File: config.mk
export PLATFORM = sky130hd
export DESIGN_NAME = pc_stack_unit
export DESIGN_NICKNAME = d
export VERILOG_FILES = /design/src/rtl/pc_stack_unit.sv
export SDC_FILE = /design/constraint.sdc
export NUM_CORES = 1
export LEC_CHECK = 0
export BUFFER_PORTS_ARGS = -buffer_cell sky130_fd_sc_hd__buf_4
export CORE_ASPECT_RATIO = 1.4
export CORE_MARGIN = 2
export CORE_UTILIZATION = 35
export DETAILED_ROUTE_END_ITERATION = 10
export GPL_ROUTABILITY_DRIVEN = 0
export PLACE_DENSITY = 0.49
export REMOVE_ABC_BUFFERS = 1
export SYNTH_ARGS = -nofsm -noshare
export SYNTH_HDL_FRONTEND = slang
export SYNTH_SLANG_ARGS = --single-unit
File: constraint.sdc
create_clock -name clk -period 8.6 [get_ports clk]
set_clock_uncertainty 0.1 [all_clocks]
set_input_delay 1.72 -clock clk [delete_from_list [all_inputs] [get_ports clk]]
set_output_delay 1.72 -clock clk [all_outputs]
set_load 0.02 [all_outputs]
File: src/rtl/pc_stack_unit.sv
// pc_stack_unit: program counter with increment, jump, relative branch and
// call/return through an internal return-address stack with sticky error flags.
module pc_stack_unit #(
  parameter int WIDTH = 16,
  parameter int STACK_DEPTH = 8,
  parameter logic [WIDTH-1:0] RESET_VECTOR = '0,
  parameter int STEP = 1,
  localparam int SPW = $clog2(STACK_DEPTH + 1),
  localparam int IW = $clog2(STACK_DEPTH)
) (
  input  logic             clk,
  input  logic             rst_n,
  input  logic             increment_i,
  input  logic             load_i,
  input  logic             call_i,
  input  logic             ret_i,
  input  logic             branch_i,
  input  logic [WIDTH-1:0] target_i,
  input  logic [WIDTH-1:0] offset_i,
  input  logic             clear_err_i,
  output logic [WIDTH-1:0] q_o,
  output logic [SPW-1:0]   sp_o,
  output logic             stack_full_o,
  output logic             stack_empty_o,
  output logic             overflow_err_o,
  output logic             underflow_err_o
);
  logic [WIDTH-1:0] q_q, q_d;
  logic [SPW-1:0]   sp_q, sp_d, top;
  logic             ovf_q, ovf_d, unf_q, unf_d;
  logic             full, empty, do_call, do_ret, push, pop;
  logic [WIDTH-1:0] stack_q [STACK_DEPTH];
  always_comb begin
    full    = sp_q == SPW'(STACK_DEPTH);
    empty   = sp_q == '0;
    top     = sp_q - 1'b1;
    do_call = !load_i && call_i;
    do_ret  = !load_i && !call_i && ret_i;
    push    = do_call && !full;
    pop     = do_ret && !empty;
    // Blocked call/ret still win priority, so they hold q rather than fall through.
    q_d = (load_i || push) ? target_i :
          pop ? stack_q[top[IW-1:0]] :
          (do_call || do_ret) ? q_q :
          branch_i ? q_q + offset_i :
          increment_i ? q_q + WIDTH'(STEP) : q_q;
    sp_d  = push ? sp_q + 1'b1 : pop ? top : sp_q;
    ovf_d = (do_call && full) || (ovf_q && !clear_err_i);
    unf_d = (do_ret && empty) || (unf_q && !clear_err_i);
  end
  always_ff @(posedge clk or negedge rst_n) begin
    if (!rst_n) begin
      q_q   <= RESET_VECTOR;
      sp_q  <= '0;
      ovf_q <= 1'b0;
      unf_q <= 1'b0;
    end else begin
      q_q   <= q_d;
      sp_q  <= sp_d;
      ovf_q <= ovf_d;
      unf_q <= unf_d;
    end
  end
  always_ff @(posedge clk) begin
    if (push) stack_q[sp_q[IW-1:0]] <= q_q + WIDTH'(STEP);
  end
  assign q_o             = q_q;
  assign sp_o            = sp_q;
  assign stack_full_o    = full;
  assign stack_empty_o   = empty;
  assign overflow_err_o  = ovf_q;
  assign underflow_err_o = unf_q;
endmodule

After elaboration in Yosys (flattened, before gate mapping)
Memories as Yosys holds them, arrays and structs flattened.
Cells that the tools add are included.
Operators by class
  muxes and demuxes: 9
  equal/unequal tests: 2
  reduce and logical (&&, ||, !) cells: 22
  $add $sub $neg: 4
Operators by type and width (number)
  16-bit 2-to-1 mux: 5
  16-bit by 1-bit adder with 16-bit output, second input constant: 1
  16-bit adder: 1
  1-bit logical AND: 9
  4-bit 2-to-1 mux: 2
  1-bit zero test: 5
  4-bit by 1-bit adder with 4-bit output, second input constant: 1
  4-bit equality test, second input constant: 1
  4-bit zero test: 1
  1-bit logical OR: 4
  4-bit nonzero test: 1
  4-bit by 1-bit subtractor with 4-bit output, second input constant: 1
  3-bit inequality test, second input constant: 1
  1-bit 2-to-1 mux: 2
  2-bit AND reduction: 1
  2-bit nonzero test: 1
Word-level totals
  output and inout bits: 24
  memory bits (writable): 128
  input bits: 40
  register bits after elaboration: 22
  memories: 1
Memories
  stack_q: words 8, width 16, rd ports 1, clocked after Yosys merged registers in 0, wr ports 1, line 32  | logic [WIDTH-1:0] stack_q [STACK_DEPTH];

Longest topological paths before layout
  depth after elaboration: 7
  gate-level depth with buffers: 13
  mapped depth without buffers: 9

Worst setup path before layout
No wires, ideal clock.
  path kind: in2reg
  from: input load_i
  to: memory stack_q[0][0], enable pin
  required time: 8.070 ns
  path slack: 4.395 ns
  library setup time: 0.430 ns
  cell stages on the path: 3
  arrival: 3.675 ns
  cells stage by stage: nand2b_1 nand2b_1 nor4_1
Between the ends
  longest elaborated chain between the ends: 5
RTL lines
  start: declaration: line 14  | input logic load_i,
  1-bit zero test: line 37  | do_call = !load_i && call_i;
  1-bit logical AND: line 37
  1-bit logical AND: line 39  | push = do_call && !full;
  1-bit 2-to-1 mux: line 65  | if (push) stack_q[sp_q[IW-1:0]] <= q_q + WIDTH'(STEP);
  1-bit 2-to-1 mux (implied by the code): line 65
  end: declaration: line 32
No other way between the ends.

Worst setup path in the final report
  from: register sp_q[0] (netlist: sp_o[0])
  to: output stack_empty_o
Between the ends
  longest elaborated chain between the ends: 1
RTL lines
  start: declaration: line 29  | logic [SPW-1:0] sp_q, sp_d, top;
  start signal: assignment: line 59  | sp_q <= sp_d;
  4-bit zero test: line 35  | empty = sp_q == '0;
  end: declaration: line 24  | output logic stack_empty_o,
No other way between the ends.

==> out/qor_table.md <==
| Parameter | Value |
|---|---|
| Outcome | finished clean |
| Inserted Diodes | 0 |
| Top FF cell, synth | sky130_fd_sc_hd__edfxtp_1 |
| Sum Neg Setup Slack | 0 ps |
| Avg Inst Size Synth | 14.3 um^2 |
| Type of destination of the critical path | primary output |
| Worst-path cell chain | buf_4 > inv_1 > ha_1 > or3b_1 > inv_1 > buf_4 |
| Capturing point of the worst reg2reg path | q_o[10] |
| Initial antenna violation count | 0 |
| Final core utilization | 42.8% |
| Slowest CP cell | sky130_fd_sc_hd__buf_4 |
| Cell area reported after detailed placement | 7960 um^2 |
| Number of warnings issued by yosys | 0 |
| Number of nets in the finished design | 631 |
| Clock power share | 26.8% |
| Synth unique cells | 63 |
| Cell area after synthesis | 7150 um^2 |
| Starting DRT DRC Count | 278 |
| Total power draw | 2.66 mW |
| Maximum ir drop on the vdd rail | 0.141 mV |
| GRT Overall Usage | 17.4% |
| Slowest Stage Delay on Critical Path | 580 ps |
| Class of the most critical hold timing path | reg -> reg |
| Power density relative to cell area | 312 nW/um^2 |
| Final period util | 48.9% |
| Final hold viol count | 0 |
| Category of the critical setup timing path | reg -> out |
| Measured slew at the worst slew-check pin | 848 ps |
| Hold wc startpoint | overflow_err_o |
| Final Setup Violations | 0 |
| Count of state elements after synthesis | 150 |
| Unrepaired setup endpoints after global routing | false |
| Initial core utilization | 35.9% |
| Height of the die | 173 um |
| Worst r2r src | sp_o[0] |
| Sequential element share of the synthesized area | 61.4% |
| Initial DRT Pass Iterations | 4 |
| Global-route wire length before repair | 28700 um |
| Fill cells | 1821 |
| Root buffer cell | sky130_fd_sc_hd__clkbuf_16 |
| Maximum clock frequency | 238 MHz |
| Via count of the first global-routing pass | 4904 |
| WL/cell | 22.2 um |
| TritonCTS clock tree | built |
| Worst-path fanout max | 40 |
| Wirelength, routed | 18600 um |
| Max-Slew Margin vs Limit | 43.1% |
| # resized after CTS | 0 |
| Clock-pin slew of the registers on the worst-case setup and hold paths | 70 ps |
| Endpoint, Worst Hold | overflow_err_o |
| Residual DRC count | 0 |
| Clock tree sinks | 150 |
| Post-CTS setup-driven buffer insertion count | 0 |
| Clock latency on the worst-skew pair | 420 ps |
| Ratio of cells with drive above 1 in the final layout | 26.3% |
| Most common library cell in the layout ignoring fill and taps | sky130_fd_sc_hd__edfxtp_1 |
| Proportion of synthesized flip-flops having asynchronous set or reset | 14.7% |
| Total I/O pin count | 64 |
| TritonCTS buffer count | 17 |
| Total die area | 21600 um^2 |
| Setup slack of the worst register-to-register path | 5010 ps |
| Most frequent cells in the layout | sky130_fd_sc_hd__edfxtp_1, sky130_fd_sc_hd__buf_4, sky130_fd_sc_hd__nand2_1 |
| Core area | 19900 um^2 |
| Detail Route Antenna Nets | 0 |
| Htree depth | 4 |
| EDFF count, synth | 128 |
| Total number of vias | 4732 |
| HPWL reported at the end of detailed placement | 12500 um |
| Fin crit period | 4210 ps |
| Proportion of total power due to net switching | 34.8% |
| Die X-Extent | 125 um |
| Data required time of the critical path | 6780 ps |
| Hold buffer count at cts | 0 |
| Worst path arrival time | 2390 ps |
| Deepest clock path buffer count | 2 |
| CP startpoint | sp_o[0] |
| Worst hold stages | 2 |
| Sequential share of power | 37.7% |
| Leak pwr | 3.04 nW |
| Finished layout cell area | 8520 um^2 |
| Gate Count Post-Synth | 499 |
| Vias per Instance | 5.65 |
| Area delta synth->final | 19.2% |
| Count of maximum capacitance violations | 0 |
| Max-slew violation count | 0 |
| Row cnt | 61 |
| Proportion of power drawn by combinational gates | 35.5% |
| Total internal power | 1.74 mW |
| Global route overflow | 0 |
| Final hold slack | 452 ps |
| FF-to-FF path depth | 9 |
| Pin count of the biggest net entering global routing | 41 |
| Worst Setup Start Kind | register |
| Buffers on Ports | 63 |
| Switch Pwr | 0.927 mW |
## flip-flops by register name, summed over array words and instances, names as in the netlist
register,flops
underflow_err_o,1
overflow_err_o,1
q_o,16
stack_q,128
sp_o,4
## cell usage after synthesis, types with 3 or more instances
cell                         n  share of area (%)
sky130_fd_sc_hd__a41oi_1     3               0.37
sky130_fd_sc_hd__a22oi_1     5               0.52
sky130_fd_sc_hd__nand3_1    18                1.3
sky130_fd_sc_hd__nor3_1     11               0.77
sky130_fd_sc_hd__nand2b_1    5               0.44
sky130_fd_sc_hd__mux2i_1     4               0.56
sky130_fd_sc_hd__o22ai_1    13                1.1
sky130_fd_sc_hd__edfxtp_1  128                 54
sky130_fd_sc_hd__mux4_2     32                 10
sky130_fd_sc_hd__o21ai_0    18                1.3
sky130_fd_sc_hd__nor2_1     20                1.0
sky130_fd_sc_hd__buf_2       6               0.42
sky130_fd_sc_hd__dfrtp_1    22                7.7
sky130_fd_sc_hd__o211ai_1    7               0.73
sky130_fd_sc_hd__a221oi_1    3               0.37
sky130_fd_sc_hd__clkbuf_1   12               0.63
sky130_fd_sc_hd__ha_1       18                3.1
sky130_fd_sc_hd__a21oi_1    25                1.7
sky130_fd_sc_hd__xnor2_1    11                1.3
sky130_fd_sc_hd__inv_1      12               0.63
sky130_fd_sc_hd__a31oi_1     6               0.52
sky130_fd_sc_hd__and3_1      7               0.61
sky130_fd_sc_hd__nand4_1     9               0.79
sky130_fd_sc_hd__a21o_1      9               0.94
sky130_fd_sc_hd__a22o_1      6               0.73
sky130_fd_sc_hd__nand2_1    36                1.9
sky130_fd_sc_hd__xor2_1      9                1.1
## worst max-delay path by stage
stage                          endpoint  slack, ps
after floorplan           stack_q[0][0]       3990
after global placement           q_o[7]       4620
after detailed placement         q_o[7]       4630
after CTS                 stack_empty_o       4300
after global routing      stack_empty_o       4200
final                     stack_empty_o       4390
## critical path: cells and delay by family, from the launching register on
family	cells	cell delay, ps
flip-flops	1	340
buffers and inverters	4	1030
adder cells (fa/ha/maj)	1	330
AND/OR/NAND/NOR	1	260
## area by class of cell
class                      instances  area (um^2)  area share, %
clock buffer                      18          429           5.04
clock inverter                    14          138           1.61
inverter                          12         45.0          0.528
multi-input combinational        316         2640           30.9
sequential                       150         4400           51.6
tap                              252          315           3.70
timing repair buffer              75          563           6.61
## metrics by stage
stage / worst slack (ps) / std cells
2_1_floorplan: 3990 / 478
3_3_place_gp: 4620 / 805
3_5_place_dp: 4630 / 805
4_1_cts: 4300 / 837
5_1_grt: 4200 / 837
6_report: 4390 / 837
## power groups by stage
stage | sequential, mW | clock (mW) | combinational, mW
floorplan | 1.07 | 0 | 0.577
global placement | 1.01 | 0 | 0.953
detailed placement | 1.02 | 0 | 0.956
CTS | 1.00 | 0.733 | 0.960
global route | 1.01 | 0.759 | 1.03
finish | 1.00 | 0.714 | 0.945
## logic make-up (layout without fill, tap and decap cells)
| family | count (synthesis) | after routing | synth area share [%] |
|---|---|---|---|
| DFF | 150 | 150 | 61.4 |
| and+or+nand+nor | 126 | 126 | 9.11 |
| AOI/OAI and AO/OA | 114 | 114 | 10.7 |
| muxes | 37 | 37 | 10.8 |
| buffers and inverters | 33 | 119 | 2.05 |
| xor gates and xnor gates | 20 | 20 | 2.45 |
| adders and majority gates | 19 | 19 | 3.43 |
## per-layer routing
| metal | up-vias | GRT usage (%) | routed length [um] |
|---|---|---|---|
| li1 | 2158 | - | - |
| met2 | 106 | 30.5 | 9840 |
| met1 | 2445 | 21.4 | 7660 |
| met4 | 0 | 6.53 | 354 |
| met5 | - | 0 | 0 |
| met3 | 23 | 3.19 | 733 |
No activity file was read; power rests on OpenSTA's default activity.
